**src/rtl/pong_game_ctrl.sv**
```systemverilog
// Pong game sequencer: serve/play/point/game-over control, ball update strobe
// at a frame-divided rate that speeds up with paddle hits, goal detection and
// scoring. Optional build macro PONG_PAUSE_EN adds a pause_i input that
// toggles a pause flag in PLAY.
module pong_game_ctrl #(
    parameter int unsigned MaxScore       = 9,
    parameter int unsigned ServeFrames    = 60,
    parameter int unsigned XLeftGoal      = 8,
    parameter int unsigned XRightGoal     = 631,
    parameter int unsigned DivInit        = 4,
    parameter int unsigned HitsPerSpeedup = 4
) (
    input  logic       clk_i,
    input  logic       rst_ni,
    input  logic       start_i,
    input  logic       frame_end_i,
    input  logic       paddle_hit_i,
    input  logic [9:0] ball_x_i,
`ifdef PONG_PAUSE_EN
    input  logic       pause_i,
`endif
    output logic       update_ball_o,
    output logic       ball_center_o,
    output logic       serve_dir_o,
    output logic [3:0] score_l_o,
    output logic [3:0] score_r_o,
    output logic [2:0] game_state_o,
    output logic       winner_o
);

    localparam int unsigned ServeW = (ServeFrames > 1) ? $clog2(ServeFrames) : 1;
    localparam int unsigned HitW   = (HitsPerSpeedup > 1) ? $clog2(HitsPerSpeedup) : 1;

    localparam logic [ServeW-1:0] ServeLast = ServeW'(ServeFrames - 1);
    localparam logic [HitW-1:0]   HitLast   = HitW'(HitsPerSpeedup - 1);
    localparam logic [3:0]        DivInitV  = 4'(DivInit);
    localparam logic [3:0]        MaxScoreV = 4'(MaxScore);
    localparam logic [9:0]        XLeftV    = 10'(XLeftGoal);
    localparam logic [9:0]        XRightV   = 10'(XRightGoal);

    typedef enum logic [2:0] {
        StIdle     = 3'd0,
        StServe    = 3'd1,
        StPlay     = 3'd2,
        StPoint    = 3'd3,
        StGameOver = 3'd4
    } state_e;

    state_e              state_q, state_d;
    logic [3:0]          score_l_q, score_l_d;
    logic [3:0]          score_r_q, score_r_d;
    logic                update_ball_q, update_ball_d;
    logic                serve_dir_q, serve_dir_d;
    logic                winner_q, winner_d;
    logic                scorer_q, scorer_d;  // 1 = right player scored
    logic [3:0]          speed_div_q, speed_div_d;
    logic [3:0]          frame_cnt_q, frame_cnt_d;
    logic [ServeW-1:0]   serve_cnt_q, serve_cnt_d;
    logic [HitW-1:0]     hit_cnt_q, hit_cnt_d;
    logic                start_q;
    logic                start_rise;
    logic                play_active;

    assign start_rise = start_i & ~start_q;

`ifdef PONG_PAUSE_EN
    logic pause_q;
    logic paused_q, paused_d;
    logic pause_rise;

    assign pause_rise  = pause_i & ~pause_q;
    assign play_active = (state_q == StPlay) & ~paused_q;

    // Pause toggles only inside PLAY and is dropped whenever PLAY is left.
    always_comb begin
        paused_d = paused_q;
        if ((state_q == StPlay) && pause_rise) begin
            paused_d = ~paused_q;
        end
        if (state_d != StPlay) begin
            paused_d = 1'b0;
        end
    end

    // Pause edge detector and pause flag.
    always_ff @(posedge clk_i or negedge rst_ni) begin
        if (!rst_ni) begin
            pause_q  <= 1'b0;
            paused_q <= 1'b0;
        end else begin
            pause_q  <= pause_i;
            paused_q <= paused_d;
        end
    end
`else
    assign play_active = (state_q == StPlay);
`endif

    // Next-state logic for the game sequencer and its counters.
    always_comb begin
        state_d       = state_q;
        score_l_d     = score_l_q;
        score_r_d     = score_r_q;
        update_ball_d = 1'b0;
        serve_dir_d   = serve_dir_q;
        winner_d      = winner_q;
        scorer_d      = scorer_q;
        speed_div_d   = speed_div_q;
        frame_cnt_d   = frame_cnt_q;
        serve_cnt_d   = serve_cnt_q;
        hit_cnt_d     = hit_cnt_q;

        unique case (state_q)
            StIdle: begin
                if (start_rise) begin
                    score_l_d = 4'd0;
                    score_r_d = 4'd0;
                    state_d   = StServe;
                end
            end

            StServe: begin
                if (frame_end_i) begin
                    if (serve_cnt_q == ServeLast) begin
                        serve_cnt_d = '0;
                        frame_cnt_d = 4'd0;
                        state_d     = StPlay;
                    end else begin
                        serve_cnt_d = serve_cnt_q + 1'b1;
                    end
                end
            end

            StPlay: begin
                if (play_active) begin
                    // Goal check uses the divider value from before any hit this cycle.
                    if (frame_end_i) begin
                        if (ball_x_i <= XLeftV) begin
                            scorer_d = 1'b1;
                            state_d  = StPoint;
                        end else if (ball_x_i >= XRightV) begin
                            scorer_d = 1'b0;
                            state_d  = StPoint;
                        end else if (frame_cnt_q == speed_div_q - 4'd1) begin
                            update_ball_d = 1'b1;
                            frame_cnt_d   = 4'd0;
                        end else begin
                            frame_cnt_d = frame_cnt_q + 4'd1;
                        end
                    end
                    if (paddle_hit_i) begin
                        if (hit_cnt_q == HitLast) begin
                            hit_cnt_d = '0;
                            if (speed_div_q > 4'd1) begin
                                speed_div_d = speed_div_q - 4'd1;
                            end
                            // Keep the frame counter inside the shortened period.
                            if (frame_cnt_d >= speed_div_d) begin
                                frame_cnt_d = speed_div_d - 4'd1;
                            end
                        end else begin
                            hit_cnt_d = hit_cnt_q + 1'b1;
                        end
                    end
                end
            end

            StPoint: begin
                if (scorer_q) begin
                    if (score_r_q < MaxScoreV) begin
                        score_r_d = score_r_q + 4'd1;
                    end
                    if (score_r_d == MaxScoreV) begin
                        winner_d = 1'b1;
                        state_d  = StGameOver;
                    end else begin
                        serve_dir_d = 1'b1;
                        speed_div_d = DivInitV;
                        hit_cnt_d   = '0;
                        state_d     = StServe;
                    end
                end else begin
                    if (score_l_q < MaxScoreV) begin
                        score_l_d = score_l_q + 4'd1;
                    end
                    if (score_l_d == MaxScoreV) begin
                        winner_d = 1'b0;
                        state_d  = StGameOver;
                    end else begin
                        serve_dir_d = 1'b0;
                        speed_div_d = DivInitV;
                        hit_cnt_d   = '0;
                        state_d     = StServe;
                    end
                end
            end

            StGameOver: begin
                if (start_rise) begin
                    score_l_d   = 4'd0;
                    score_r_d   = 4'd0;
                    winner_d    = 1'b0;
                    speed_div_d = DivInitV;
                    hit_cnt_d   = '0;
                    state_d     = StServe;
                end
            end

            default: state_d = StIdle;
        endcase
    end

    // State and counter registers.
    always_ff @(posedge clk_i or negedge rst_ni) begin
        if (!rst_ni) begin
            state_q       <= StIdle;
            score_l_q     <= 4'd0;
            score_r_q     <= 4'd0;
            update_ball_q <= 1'b0;
            serve_dir_q   <= 1'b0;
            winner_q      <= 1'b0;
            scorer_q      <= 1'b0;
            speed_div_q   <= DivInitV;
            frame_cnt_q   <= 4'd0;
            serve_cnt_q   <= '0;
            hit_cnt_q     <= '0;
            start_q       <= 1'b0;
        end else begin
            state_q       <= state_d;
            score_l_q     <= score_l_d;
            score_r_q     <= score_r_d;
            update_ball_q <= update_ball_d;
            serve_dir_q   <= serve_dir_d;
            winner_q      <= winner_d;
            scorer_q      <= scorer_d;
            speed_div_q   <= speed_div_d;
            frame_cnt_q   <= frame_cnt_d;
            serve_cnt_q   <= serve_cnt_d;
            hit_cnt_q     <= hit_cnt_d;
            start_q       <= start_i;
        end
    end

    assign update_ball_o = update_ball_q;
    assign ball_center_o = (state_q != StPlay);
    assign serve_dir_o   = serve_dir_q;
    assign score_l_o     = score_l_q;
    assign score_r_o     = score_r_q;
    assign game_state_o  = state_q;
    assign winner_o      = winner_q;

endmodule

```
**config.mk**
```make
export PLATFORM = sky130hd
export DESIGN_NAME = pong_game_ctrl
export DESIGN_NICKNAME = d
export VERILOG_FILES = /design/src/rtl/pong_game_ctrl.sv
export SDC_FILE = /design/constraint.sdc
export NUM_CORES = 1
export LEC_CHECK = 0
export ABC_AREA = 0
export CELL_PAD_IN_SITES_DETAIL_PLACEMENT = 2
export CELL_PAD_IN_SITES_GLOBAL_PLACEMENT = 2
export CORE_ASPECT_RATIO = 0.8
export CORE_MARGIN = 3
export CORE_UTILIZATION = 36
export CTS_CLUSTER_SIZE = 14
export DETAILED_ROUTE_END_ITERATION = 8
export HOLD_SLACK_MARGIN = 0.05
export PLACE_DENSITY_LB_ADDON = 0.15
export SYNTH_ARGS = -nofsm -noshare
export SYNTH_HDL_FRONTEND = slang
export SYNTH_SLANG_ARGS = --single-unit
```
**constraint.sdc**
```tcl
create_clock -name clk_i -period 8.3 [get_ports clk_i]
set_clock_uncertainty 0.15 [all_clocks]
set_input_delay 2.49 -clock clk_i [delete_from_list [all_inputs] [get_ports clk_i]]
set_output_delay 2.49 -clock clk_i [all_outputs]
set_load 0.005 [all_outputs]
```
==> impl_metrics.py <==
metrics = {
    "run_status": {
        "status": "complete, no violations",
    },
    "clock_network": {
        "cts-hold-fix-buffers": 0,
        "insertion_delay_ns": 0.30,
        "cts_tree": "yes",
        "htreeDepth": 2,
        "clk_root_buffer_cell": "clkbuf_8",
        "clock_sinks": 32,
        "cts_setup_buffers": 0,
        "cts_resized": 0,
        "numCtsBuffers": 5,
        "cts_buffer_depth": 2,
        "clk_pin_slew_ns": 0.07,
    },
    "floorplan": {
        "core-area_sq_um": 5645,
        "rows": 24,
        "initial_core_util": 0.3843,
        "die_area_sq_um": 7000,
        "io_pins": 30,
        "die_y_microns": 75.44,
        "dieWidth_microns": 92.80,
    },
    "sta": {
        "drv_slew": 0,
        "timing.final.crit_share": 0.6623,
        "tightest_slew_ns": 0.6748,
        "timing.fmax_mhz": 181.9,
        "relSlewSlack": 0.5492,
        "period_needed_ns": 5.497,
        "rsz0062_at_grt": "no",
        "hold_violations": 0,
        "finalSetupViolCount": 0,
        "fin_tns_setup_ns": 0,
    },
    "final_layout": {
        "diodes": 0,
        "layout-drive-gt1-share": 0.07581,
        "final_nets": 305,
        "multi_input_area_sq_um": 1281,
        "fillerInstances": 667,
        "mostFrequentLayoutCell": "nand2_1",
        "layout_common_cells": "36 x nand2_1, 31 x dfrtp_1, 29 x clkdlybuf4s50_1",
        "fin_util": 0.4688,
        "synthToLayoutAreaGrowth_pct": 21.97,
        "regArea_sq_um": 802.0,
    },
    "placement": {
        "port_buffers": 29,
        "dp_hpwl_microns": 5024,
        "globalplace.congestion": 0.7907,
    },
    "yosys": {
        "ys_types": 55,
        "synth_warnings": 0,
        "syn_inst": 245,
        "synthFlopType": "dfrtp_1",
        "netlist_area_sq_um": 2170,
        "yosysSeqAreaShare": 0.3697,
        "avgSynthCellArea_sq_um": 8.855,
        "synthArstFlopShare": 1.000,
        "synth-edff-count": 0,
        "ys_ff_latch": 32,
        "syn-num-nets": 274,
    },
    "detailed_routing": {
        "vias_per_cell": 5.563,
        "drc_errors": 0,
        "drtPass1Iterations": 4,
        "wl_met1_microns": 3282,
        "wire_per_inst_microns": 18.57,
        "totalWireLength_microns": 6594,
        "top_layer_used": "met4",
        "wl_met2_microns": 3037,
        "drtIter0Drc": 38,
        "route.met3.wl_microns": 207,
        "vias": 1975,
        "detail-route-antenna-nets": 0,
    },
    "setup_path": {
        "critical_path_class": "in2reg",
        "cp-end-kind": "register",
        "startpoint_type": "input pin",
        "cp_data_required_time_ns": 8.31,
        "worstPathArrival_ns": 5.51,
        "cp_max_fo": 7,
    },
    "power": {
        "p_sw_mw": 0.1502,
        "ir_drop_uv": 62.36,
        "combPwrFrac": 0.230,
        "share_seq_of_total_power": 0.436,
        "p_per_area_nw_per_um2": 175.9,
        "cell_internal_pwr_mw": 0.3153,
        "swShare": 0.3226,
        "leakage_nw": 1.110,
        "power.share.clock": 0.334,
    },
    "global_routing": {
        "grt_pass1_wl_microns": 10940,
        "grt_max_degree": 33,
        "grt_pass1_vias": 2091,
        "overflow": 0,
        "antenna_found_initial": 0,
        "grt_usage": 0.2040,
    },
    "run": {
        "drv_cap": 0,
    },
    "min_path": {
        "hold_path.class": "reg2reg",
    },
}
==> layer usage <==
metal	up-vias	track usage
met2	28	0.3416
met4	0	0.05854
met1	991	0.2768
met5	-	0
li1	951	-
met3	5	0.03455
==> per-stage QoR <==
| stage | setup WS, ns | instances | hold slack (ns) | instance area, sq um | power, mW |
|---|---|---|---|---|---|
| final | 2.803 | 355 | 0.3549 | 2646 | 0.4655 |
| after global placement | 2.639 | 347 | 0.3346 | 2535 | 0.3051 |
| after floorplan | 3.339 | 245 | 0.3071 | 2170 | 0.2635 |
| after CTS | 2.805 | 355 | 0.3593 | 2646 | 0.4700 |
| after global routing | 2.529 | 355 | 0.3817 | 2646 | 0.4936 |
| after detailed placement | 2.505 | 347 | 0.3476 | 2535 | 0.3145 |
==> cell usage after synthesis, types with 3 or more instances <==
master,n,share of area
a21oi_1,8,0.018
a31oi_1,5,0.014
a32o_1,5,0.023
and3_1,5,0.014
clkbuf_1,5,0.0087
dfrtp_1,31,0.36
ha_1,14,0.081
inv_1,15,0.026
mux2_2,4,0.021
mux2i_1,4,0.018
nand2_1,36,0.062
nand3_1,7,0.016
nor2_1,15,0.026
nor2b_1,6,0.017
nor3_1,6,0.014
o211ai_1,3,0.010
o21ai_0,23,0.053
xnor2_1,5,0.020
xor2_1,3,0.012
==> state kept, by name, indices dropped and copies added (netlist names) <==
| signal | count |
|---|---|
| update_ball_o | 1 |
| speed_div_q | 4 |
| winner_o | 1 |
| hit_cnt_q | 2 |
| score_l_o | 4 |
| game_state_o | 3 |
| serve_cnt_q | 6 |
| serve_dir_o | 1 |
| start_q | 1 |
| score_r_o | 4 |
| scorer_q | 1 |
| frame_cnt_q | 4 |
==> final cells by class <==
cell class                 instances  area share
timing repair buffer              30      0.1125
sequential                        32      0.3031
inverter                          15     0.02128
tap                               78     0.03688
clock buffer                       5     0.02600
multi-input combinational        192      0.4842
clock inverter                     3     0.01608
==> power groups by stage <==
stage / Sequential, mW / Combinational (mW) / Clock, mW
6_report: 0.203 / 0.107 / 0.156
3_5_place_dp: 0.206 / 0.109 / 0
5_1_grt: 0.207 / 0.121 / 0.165
4_1_cts: 0.203 / 0.109 / 0.158
3_3_place_gp: 0.204 / 0.101 / 0
2_1_floorplan: 0.196 / 0.0679 / 0
==> worst paths after layout <==
| check | from | slack [ns] | endpoint | cells past startpoint |
|---|---|---|---|---|
| worst max register to register | speed_div_q[0] | 4.46 | frame_cnt_q[3] | 14 |
| max in group asynchronous | rst_ni | 5.21 | speed_div_q[2] | 2 |
| worst max-delay path | ball_x_i[1] | 2.80 | frame_cnt_q[3] | 13 |
| worst min-delay path | serve_cnt_q[4] | 0.35 | serve_cnt_q[4] | 1 |
| worst min register to register | serve_cnt_q[4] | 0.35 | serve_cnt_q[4] | 1 |
| min in group asynchronous | rst_ni | 2.45 | score_r_o[1] | 2 |
==> cells by family (layout without fill, tap and decap cells) <==
logic type | after synthesis | count (layout) | synth area share
fa+ha+maj | 14 | 14 | 0.08074
xor+xnor | 9 | 9 | 0.04268
compound gates | 68 | 68 | 0.2116
simple gates | 93 | 93 | 0.2163
buf+inv | 21 | 53 | 0.03979
mux | 8 | 8 | 0.03921
flops | 32 | 32 | 0.3697
==> worst max-delay path: stages <==
cell             delay (ns)
clkdlybuf4s50_1        0.43
a31oi_1                0.19
o21a_1                 0.22
nand3_1                0.22
or4b_1                 0.57
nand2_1                0.09
ha_1                   0.22
o21ai_0                0.07
a21oi_1                0.06
o21a_1                 0.17
o211ai_1               0.46
mux2i_1                0.23
o21ai_0                0.10
(Power assumes the default switching activity.)
